===== config.mk =====
export PLATFORM = sky130hd
export DESIGN_NAME = stopwatch_ctrl_flat
export DESIGN_NICKNAME = d
export VERILOG_FILES = /design/src/rtl/stopwatch_ctrl_if.sv /design/src/rtl/stopwatch_ctrl.sv /design/src/flat_wrapper.sv
export SDC_FILE = /design/constraint.sdc
export NUM_CORES = 1
export LEC_CHECK = 0
export ABC_AREA = 1
export BUFFER_PORTS_ARGS = -buffer_cell sky130_fd_sc_hd__buf_2
export CORE_MARGIN = 3
export CORE_UTILIZATION = 57
export CTS_BUF_LIST = sky130_fd_sc_hd__clkbuf_2 sky130_fd_sc_hd__clkbuf_4 sky130_fd_sc_hd__clkbuf_8
export DETAILED_ROUTE_END_ITERATION = 12
export PLACE_DENSITY = 0.88
export SYNTH_ARGS = -nofsm -noshare
export SYNTH_HDL_FRONTEND = slang
export SYNTH_SLANG_ARGS = --single-unit

===== constraint.sdc =====
create_clock -name clk -period 1.8 [get_ports clk]
set_input_delay 0.36 -clock clk [delete_from_list [all_inputs] [get_ports clk]]
set_output_delay 0.36 -clock clk [all_outputs]
set_load 0.01 [all_outputs]

===== src/rtl/stopwatch_ctrl_if.sv =====
// Control pulses in, display digits and status out, between the stopwatch
// sequencer and its environment.
interface stopwatch_ctrl_if;
  logic       start_stop;
  logic       clear;
  logic       lap;
  logic [3:0] disp_s0;
  logic [3:0] disp_s1;
  logic [3:0] disp_m0;
  logic [3:0] disp_m1;
  logic       running;
  logic       lap_hold;
  logic       wrap;

  modport master (
    output start_stop, clear, lap,
    input  disp_s0, disp_s1, disp_m0, disp_m1, running, lap_hold, wrap
  );

  modport slave (
    input  start_stop, clear, lap,
    output disp_s0, disp_s1, disp_m0, disp_m1, running, lap_hold, wrap
  );
endinterface


===== src/rtl/stopwatch_ctrl.sv =====
// Stopwatch sequencer: run/pause/clear FSM, 1 Hz prescaler, MM:SS digit
// cascade of limited incrementors, and a lap freeze of the displayed value.
module stopwatch_ctrl #(
  parameter int unsigned TICK_DIV = 100000000,
  parameter int unsigned PRE_W    = 27
) (
  input logic             clk,
  input logic             rst_n,
  stopwatch_ctrl_if.slave sw
);

  typedef enum logic [1:0] {
    ST_IDLE  = 2'd0,
    ST_RUN   = 2'd1,
    ST_PAUSE = 2'd2
  } state_e;

  localparam logic [PRE_W-1:0] PRE_LAST = PRE_W'(TICK_DIV - 32'd1);

  // Digit stays within 0..lim-1, so carry-out only happens on carry-in at lim-1.
  function automatic logic [4:0] lim_inc(input logic [3:0] d, input logic ci,
                                         input logic [3:0] lim);
    logic [4:0] r;
    if (ci && (d == (lim - 4'd1))) begin
      r = {1'b1, 4'd0};
    end else begin
      r = {1'b0, d + {3'd0, ci}};
    end
    return r;
  endfunction

  state_e           state_q, state_d;
  logic [PRE_W-1:0] pre_q, pre_d;
  logic [15:0]      live_q, live_d;
  logic [15:0]      snap_q, snap_d;
  logic [15:0]      disp_q;
  logic             hold_q, hold_d;
  logic             running_q;
  logic             wrap_q;
  logic             tick_s;
  logic [4:0]       inc_s0_s, inc_s1_s, inc_m0_s, inc_m1_s;
  logic [15:0]      live_inc_s;

  assign tick_s     = (state_q == ST_RUN) && (pre_q == PRE_LAST);
  assign inc_s0_s   = lim_inc(live_q[3:0],   tick_s,      4'd10);
  assign inc_s1_s   = lim_inc(live_q[7:4],   inc_s0_s[4], 4'd6);
  assign inc_m0_s   = lim_inc(live_q[11:8],  inc_s1_s[4], 4'd10);
  assign inc_m1_s   = lim_inc(live_q[15:12], inc_m0_s[4], 4'd6);
  assign live_inc_s = {inc_m1_s[3:0], inc_m0_s[3:0], inc_s1_s[3:0], inc_s0_s[3:0]};

  // Next-state decode; clear > start_stop > lap, illegal pulses fall through.
  always_comb begin
    state_d = state_q;
    pre_d   = pre_q;
    live_d  = live_inc_s;
    snap_d  = snap_q;
    hold_d  = hold_q;
    case (state_q)
      ST_IDLE: begin
        if (sw.start_stop) begin
          state_d = ST_RUN;
          pre_d   = {PRE_W{1'b0}};
        end else begin
          state_d = ST_IDLE;
        end
      end
      ST_RUN: begin
        if (tick_s) begin
          pre_d = {PRE_W{1'b0}};
        end else begin
          pre_d = pre_q + PRE_W'(1);
        end
        if (sw.start_stop) begin
          state_d = ST_PAUSE;
        end else if (sw.lap) begin
          if (hold_q) begin
            hold_d = 1'b0;
          end else begin
            hold_d = 1'b1;
            snap_d = live_q;
          end
        end else begin
          state_d = ST_RUN;
        end
      end
      ST_PAUSE: begin
        if (sw.clear) begin
          state_d = ST_IDLE;
          live_d  = 16'd0;
          pre_d   = {PRE_W{1'b0}};
          hold_d  = 1'b0;
        end else if (sw.start_stop) begin
          state_d = ST_RUN;
        end else if (sw.lap) begin
          hold_d = 1'b0;
        end else begin
          state_d = ST_PAUSE;
        end
      end
      default: begin
        state_d = ST_IDLE;
        pre_d   = {PRE_W{1'b0}};
        live_d  = 16'd0;
        hold_d  = 1'b0;
      end
    endcase
  end

  // State, counters and registered outputs.
  always_ff @(posedge clk or negedge rst_n) begin
    if (!rst_n) begin
      state_q   <= ST_IDLE;
      pre_q     <= {PRE_W{1'b0}};
      live_q    <= 16'd0;
      snap_q    <= 16'd0;
      hold_q    <= 1'b0;
      disp_q    <= 16'd0;
      running_q <= 1'b0;
      wrap_q    <= 1'b0;
    end else begin
      state_q   <= state_d;
      pre_q     <= pre_d;
      live_q    <= live_d;
      snap_q    <= snap_d;
      hold_q    <= hold_d;
      disp_q    <= hold_d ? snap_d : live_d;
      running_q <= (state_d == ST_RUN);
      wrap_q    <= inc_m1_s[4];
    end
  end

  assign sw.disp_s0  = disp_q[3:0];
  assign sw.disp_s1  = disp_q[7:4];
  assign sw.disp_m0  = disp_q[11:8];
  assign sw.disp_m1  = disp_q[15:12];
  assign sw.running  = running_q;
  assign sw.lap_hold = hold_q;
  assign sw.wrap     = wrap_q;

endmodule


===== src/flat_wrapper.sv =====
// flat-port wrapper written by rule: the top's interface ports become plain ports
module stopwatch_ctrl_flat 
#(
  parameter int unsigned TICK_DIV = 100000000,
  parameter int unsigned PRE_W    = 27
)
  (clk, rst_n, sw_start_stop, sw_clear, sw_lap, sw_disp_s0, sw_disp_s1, sw_disp_m0, sw_disp_m1, sw_running, sw_lap_hold, sw_wrap);
  stopwatch_ctrl_if sw_i ();
  input logic clk;
  input logic rst_n;
  input wire logic [$bits(sw_i.start_stop)-1:0] sw_start_stop;
  input wire logic [$bits(sw_i.clear)-1:0] sw_clear;
  input wire logic [$bits(sw_i.lap)-1:0] sw_lap;
  output wire logic [$bits(sw_i.disp_s0)-1:0] sw_disp_s0;
  output wire logic [$bits(sw_i.disp_s1)-1:0] sw_disp_s1;
  output wire logic [$bits(sw_i.disp_m0)-1:0] sw_disp_m0;
  output wire logic [$bits(sw_i.disp_m1)-1:0] sw_disp_m1;
  output wire logic [$bits(sw_i.running)-1:0] sw_running;
  output wire logic [$bits(sw_i.lap_hold)-1:0] sw_lap_hold;
  output wire logic [$bits(sw_i.wrap)-1:0] sw_wrap;
  assign sw_i.start_stop = sw_start_stop;
  assign sw_i.clear = sw_clear;
  assign sw_i.lap = sw_lap;
  assign sw_disp_s0 = sw_i.disp_s0;
  assign sw_disp_s1 = sw_i.disp_s1;
  assign sw_disp_m0 = sw_i.disp_m0;
  assign sw_disp_m1 = sw_i.disp_m1;
  assign sw_running = sw_i.running;
  assign sw_lap_hold = sw_i.lap_hold;
  assign sw_wrap = sw_i.wrap;
  stopwatch_ctrl #(.TICK_DIV(TICK_DIV), .PRE_W(PRE_W)) u_core (.clk(clk), .rst_n(rst_n), .sw(sw_i));
endmodule

; Word-level counts from Yosys, hierarchy flattened
; Index checks and enable logic that the tools add are counted.
; W data, S select, Z words.
[op_classes]
addsub = 5
eq_ne = 10
muxes = 29
n_reduce_logical = 8
[op_table]
columns = operator, n
row1 = $mux W16, 6
row2 = $mux W27, 3
row3 = $pmux W27 S3, 1
row4 = $pmux W16 S2, 1
row5 = $add A27 B1 Y27 const B, 1
row6 = $eq A27 B27 Y1 const B, 1
row7 = $mux W5, 4
row8 = $add A4 B1 Y4, 4
row9 = $mux W2, 5
row10 = $eq A4 B3 Y1 const B, 2
row11 = $eq A4 B4 Y1 const B, 2
row12 = $mux W1, 7
row13 = $pmux W2 S3, 1
row14 = $logic_and A1 B1 Y1, 5
row15 = $eq A2 B1 Y1 const B, 2
row16 = $ne A2 B2 Y1 const B, 2
row17 = $pmux W1 S3, 1
row18 = $eq A2 B2 Y1 const B, 1
row19 = $logic_not A2 Y1, 1
row20 = $reduce_and A2 Y1, 1
row21 = $reduce_or A2 Y1, 1
[word_totals]
regBits = 80
out_inout_bits = 19
wordCells = 60

; Logic depth before layout (Yosys ltp)
[logic_depth]
word_depth = 13
ltp_mapped = 16
mapped_depth_nobuf = 16

; Worst setup path after synthesis
; No wires, ideal clock.
[synth_path]
path_type = register to register
startpoint = register u_core.pre_q[0]
endpoint = register u_core.disp_q[14]
setup_ns = 0.065
arrival_ns = 1.961
required_ns = 1.735
slack_ns = -0.226
stages_incl_launch_ff = 17
n_path_buf = 0
synth_period_minus_slack_ns = 2.026
path_cell_list = dfrtp_1 ha_1 nand2_1 nor2_1 nand2_1 nor2_1 nand3_1 nor2_4 nand2_1 inv_1 ha_1 ha_1 xor2_1 nand2_1 inv_1 nand3_1 nand2_1
[synth_via]
elab_chain_len = 13
[synth_lines]
columns = item, line
row1 = "start, declared", stopwatch_ctrl.sv:33  ; logic [PRE_W-1:0] pre_q, pre_d;
row2 = "start signal, assigned", stopwatch_ctrl.sv:113  ; pre_q <= {PRE_W{1'b0}};
row3 = "start signal, assigned", stopwatch_ctrl.sv:122  ; pre_q <= pre_d;
row4 = $eq A27 B27 Y1 (*), stopwatch_ctrl.sv:44  ; assign tick_s = (state_q == ST_RUN) && (pre_q == PRE_LAST);
row5 = $logic_and A1 B1 Y1 (*), stopwatch_ctrl.sv:44
row6 = $logic_and A1 B1 Y1 (*), stopwatch_ctrl.sv:24  ; if (ci && (d == (lim - 4'd1))) begin
row7 = $mux W5 (*), stopwatch_ctrl.sv:24
row8 = $logic_and A1 B1 Y1 (*), stopwatch_ctrl.sv:24
row9 = $mux W5 (*), stopwatch_ctrl.sv:24
row10 = $logic_and A1 B1 Y1 (*), stopwatch_ctrl.sv:24
row11 = $mux W5 (*), stopwatch_ctrl.sv:24
row12 = $add A4 B1 Y4 / $logic_and A1 B1 Y1 (equally long branches), "stopwatch_ctrl.sv:27, stopwatch_ctrl.sv:24"
row13 = $mux W5 (*), stopwatch_ctrl.sv:24
row14 = $mux W16, stopwatch_ctrl.sv:87  ; if (sw.clear) begin
row15 = $pmux W16 S2 (*), stopwatch_ctrl.sv:58  ; case (state_q)
row16 = $mux W16 (*), stopwatch_ctrl.sv:126  ; disp_q <= hold_d ? snap_d : live_d;
row17 = "end signal, assigned", stopwatch_ctrl.sv:126
row18 = "end, declared", stopwatch_ctrl.sv:36  ; logic [15:0] disp_q;
; Mark *: on every way between the ends. The rest lies on a longest branch, timed or not.
; A chain may end at the register's enable or synchronous reset.

; Worst setup path after layout
[layout_path]
startpoint = register u_core.pre_q[8]
endpoint = register u_core.disp_q[14]
; The elaborated chain is that of the path after synthesis.

==> flow_summary.json <==
{
  "status": "finished with violations",
  "violations": "setup timing",
  "wire_per_inst_um": 23.02,
  "mostFrequentLayoutCells": "112 x nand2_1, 80 x dfrtp_1, 71 x buf_4, 57 x inv_1, 43 x nor2_1",
  "drc_errors": 0,
  "rows": 30,
  "vdd_drop_max_mv": 0.6037,
  "setup-violations-final": 58,
  "final_cell_count_no_fill": 710,
  "ys_types": 35,
  "place_hpwl_mm": 6.824,
  "portBuffers": 23,
  "final_cell_area_um2": 5575,
  "synthesis.area_um2": 4151,
  "antenna_left": 0,
  "final_common_cell": "nand2_1",
  "grt_util_all_layers_pct": 31.27,
  "ys_seq_area_share_pct": 48.22,
  "start_util_pct": 59.78,
  "coreArea_um2": 6944,
  "yosysWarnings": 0,
  "yosysTopAreaCell": "dfrtp_1",
  "clk_pin_slew_ns": 0.09,
  "grt_pass1_wl_mm": 20.32,
  "cp.arrival_ns": 2.78,
  "min_path_type": "in -> reg",
  "finalHoldViolations": 0,
  "grt_overflow": 0,
  "rsz0062_at_grt": "true",
  "cts_max_level": 3,
  "yosys-top-cells-area": "dfrtp_1 48%, nand2_1 11%, inv_1 6.2%",
  "fin_total_pwr_mw": 3.939,
  "nFillCells": 336,
  "antenna_found_initial": 0,
  "fin_skew_ns": 0.01201,
  "finalCriticalPeriod_ns": 2.463,
  "die_area_um2": 8343,
  "end_kind": "register",
  "die_h_um": 91.34,
  "cts_buffers": 9,
  "io_pins": 24,
  "ys_ff_latch": 80,
  "fmax_mhz": 406.0,
  "grt_pass1_vias": 4209,
  "finalCritPeriodShare_pct": 136.9,
  "synth_cells": 503,
  "placed_area_um2": 4833,
  "required_ns": 2.11,
  "synthesis.nets": 518,
  "dieWidth_um": 91.34,
  "cts_sinks": 80,
  "synth_area_per_cell_um2": 8.253,
  "dpl.cell_count": 678,
  "root_buffer": "clkbuf_8",
  "fin_nets": 624,
  "synth_top_area_share_pct": 48.22,
  "p_leak_nw": 2.750,
  "grt_max_degree": 36,
  "drv_cap": 0,
  "maxSlewHeadroom_pct": 48.63,
  "cts_tree": "built",
  "drt-total-wl_mm": 16.34,
  "crit_fanout": 3,
  "cts_buffer_depth": 2,
  "setup_ws_ns": -0.6633,
  "power_density_nw_per_um2": 706.4,
  "via_per_inst": 6.542,
  "hold_ws_ns": 0.2995,
  "vias": 4645,
  "areaGrowthSynthToFinish_pct": 34.30,
  "tightest_slew_ns": 0.7635,
  "drive_gt1_share_pct": 35.83,
  "critPathKind": "reg -> reg",
  "gp_congestion": 0.9228,
  "antenna_cells": 0,
  "drtPass1Iterations": 7,
  "slew_viol_final": 0,
  "drt_iter0_drc": 913,
  "clock_latency_ns": 0.38,
  "worst_setup_path_start_kind": "register"
}
==> state kept, by name (all words and copies together) (netlist names) <==
signal / cells
u_core.disp_q: 16
u_core.live_q: 16
u_core.pre_q: 27
u_core.snap_q: 16
u_core.state_q: 2
u_core.sw.lap_hold: 1
u_core.sw.running: 1
u_core.sw.wrap: 1
==> cell families after synthesis <==
group	share of synthesized area [%]
simple gates	29.11
buf+inv	8.680
flops	48.22
compound gates	5.545
xor+xnor	3.797
fa+ha+maj	3.014
mux	1.627
==> synth_stat cells <==
master / instances
a21oi_1: 5
a31o_2: 1
a31oi_1: 2
buf_2: 3
buf_4: 1
buf_6: 5
dfrtp_1: 80
ha_1: 10
inv_1: 69
inv_2: 6
mux2_2: 6
nand2_1: 126
nand2_2: 1
nand3_1: 31
nand3_2: 1
nand3b_1: 2
nand4_1: 14
nand4_2: 1
nand4_4: 1
nor2_1: 61
nor2_2: 3
nor2_4: 3
nor2_8: 1
nor3_1: 16
nor3_2: 1
nor3_4: 1
nor3b_1: 1
nor4_1: 2
o21a_1: 1
o21ai_0: 23
o21ai_1: 2
o21ai_2: 4
o21ai_4: 1
xnor2_1: 2
xor2_1: 16
==> stage by stage <==
step	setup TNS [ns]	utilization (%)	setup WS, ns
floorplan	-0.9434	-	-0.1869
global placement	-1.920	69.60	-0.2190
detailed placement	-3.521	69.60	-0.2810
CTS	-3.113	75.69	-0.2690
global route	-21.08	80.29	-0.8134
finish	-15.86	80.29	-0.6633
==> final cells by class <==
cell class,count,area [µm²],area share [%]
multi-input combinational,341,2206,39.56
sequential,80,2002,35.91
timing repair buffer,102,760.7,13.64
inverter,75,299.0,5.364
clock buffer,10,137.6,2.469
tap,96,120.1,2.154
clock inverter,6,50.05,0.8977
==> report_power, final <==
part	total, mW	internal [mW]	leakage (nW)	switching [mW]
logic	0.728	0.216	1.55	0.513
clock network	1.34	0.556	0.0899	0.782
registers	1.87	1.84	1.11	0.0373
==> routing by layer <==
metal | up-vias | part of all wire, % | wire (µm) | track usage, %
met3 | 205 | 12 | 2005 | 7.374
met5 | - | 0 | 0 | 0
met1 | 2131 | 33 | 5452 | 36.52
met4 | 0 | 11 | 1742 | 23.99
met2 | 499 | 44 | 7143 | 49.60
li1 | 1810 | - | - | -
==> critical path: stages (launching register included) <==
cell and delay [ns]:
dfrtp_1 0.46, inv_2 0.13, nand2_1 0.09, nor2_1 0.12, nand2_1 0.11, nor2_4 0.17
nand3_4 0.12, nor2_4 0.16, nand2_2 0.08, inv_2 0.12, ha_4 0.16, ha_4 0.13
xor2_1 0.16, nand2_1 0.10, inv_1 0.10, nand3_1 0.11, nand2_1 0.08
==> repair_timing <==
item	4_1_cts	5_1_grt
cloned	0	2
setup endpoints to repair	25	59
resized for setup	44	73
pin swaps	28	30
buffers inserted	7	11
hold endpoints to repair	33	0
hold buffers	1	0
==> worst paths after layout <==
| check | slack, ns | startpoint | end | depth (start not counted) |
|---|---|---|---|---|
| max | -0.66 | u_core.pre_q[8] | u_core.disp_q[14] | 16 |
| min | 0.30 | sw_start_stop | u_core.sw.running | 2 |
| max reg2reg | -0.66 | u_core.pre_q[8] | u_core.disp_q[14] | 16 |
| min reg2reg | 0.50 | u_core.snap_q[0] | u_core.snap_q[0] | 1 |
| max in group asynchronous | 0.79 | rst_n | u_core.snap_q[3] | 3 |
| min in group asynchronous | 0.45 | rst_n | u_core.disp_q[9] | 2 |
(Power assumes the default switching activity.)
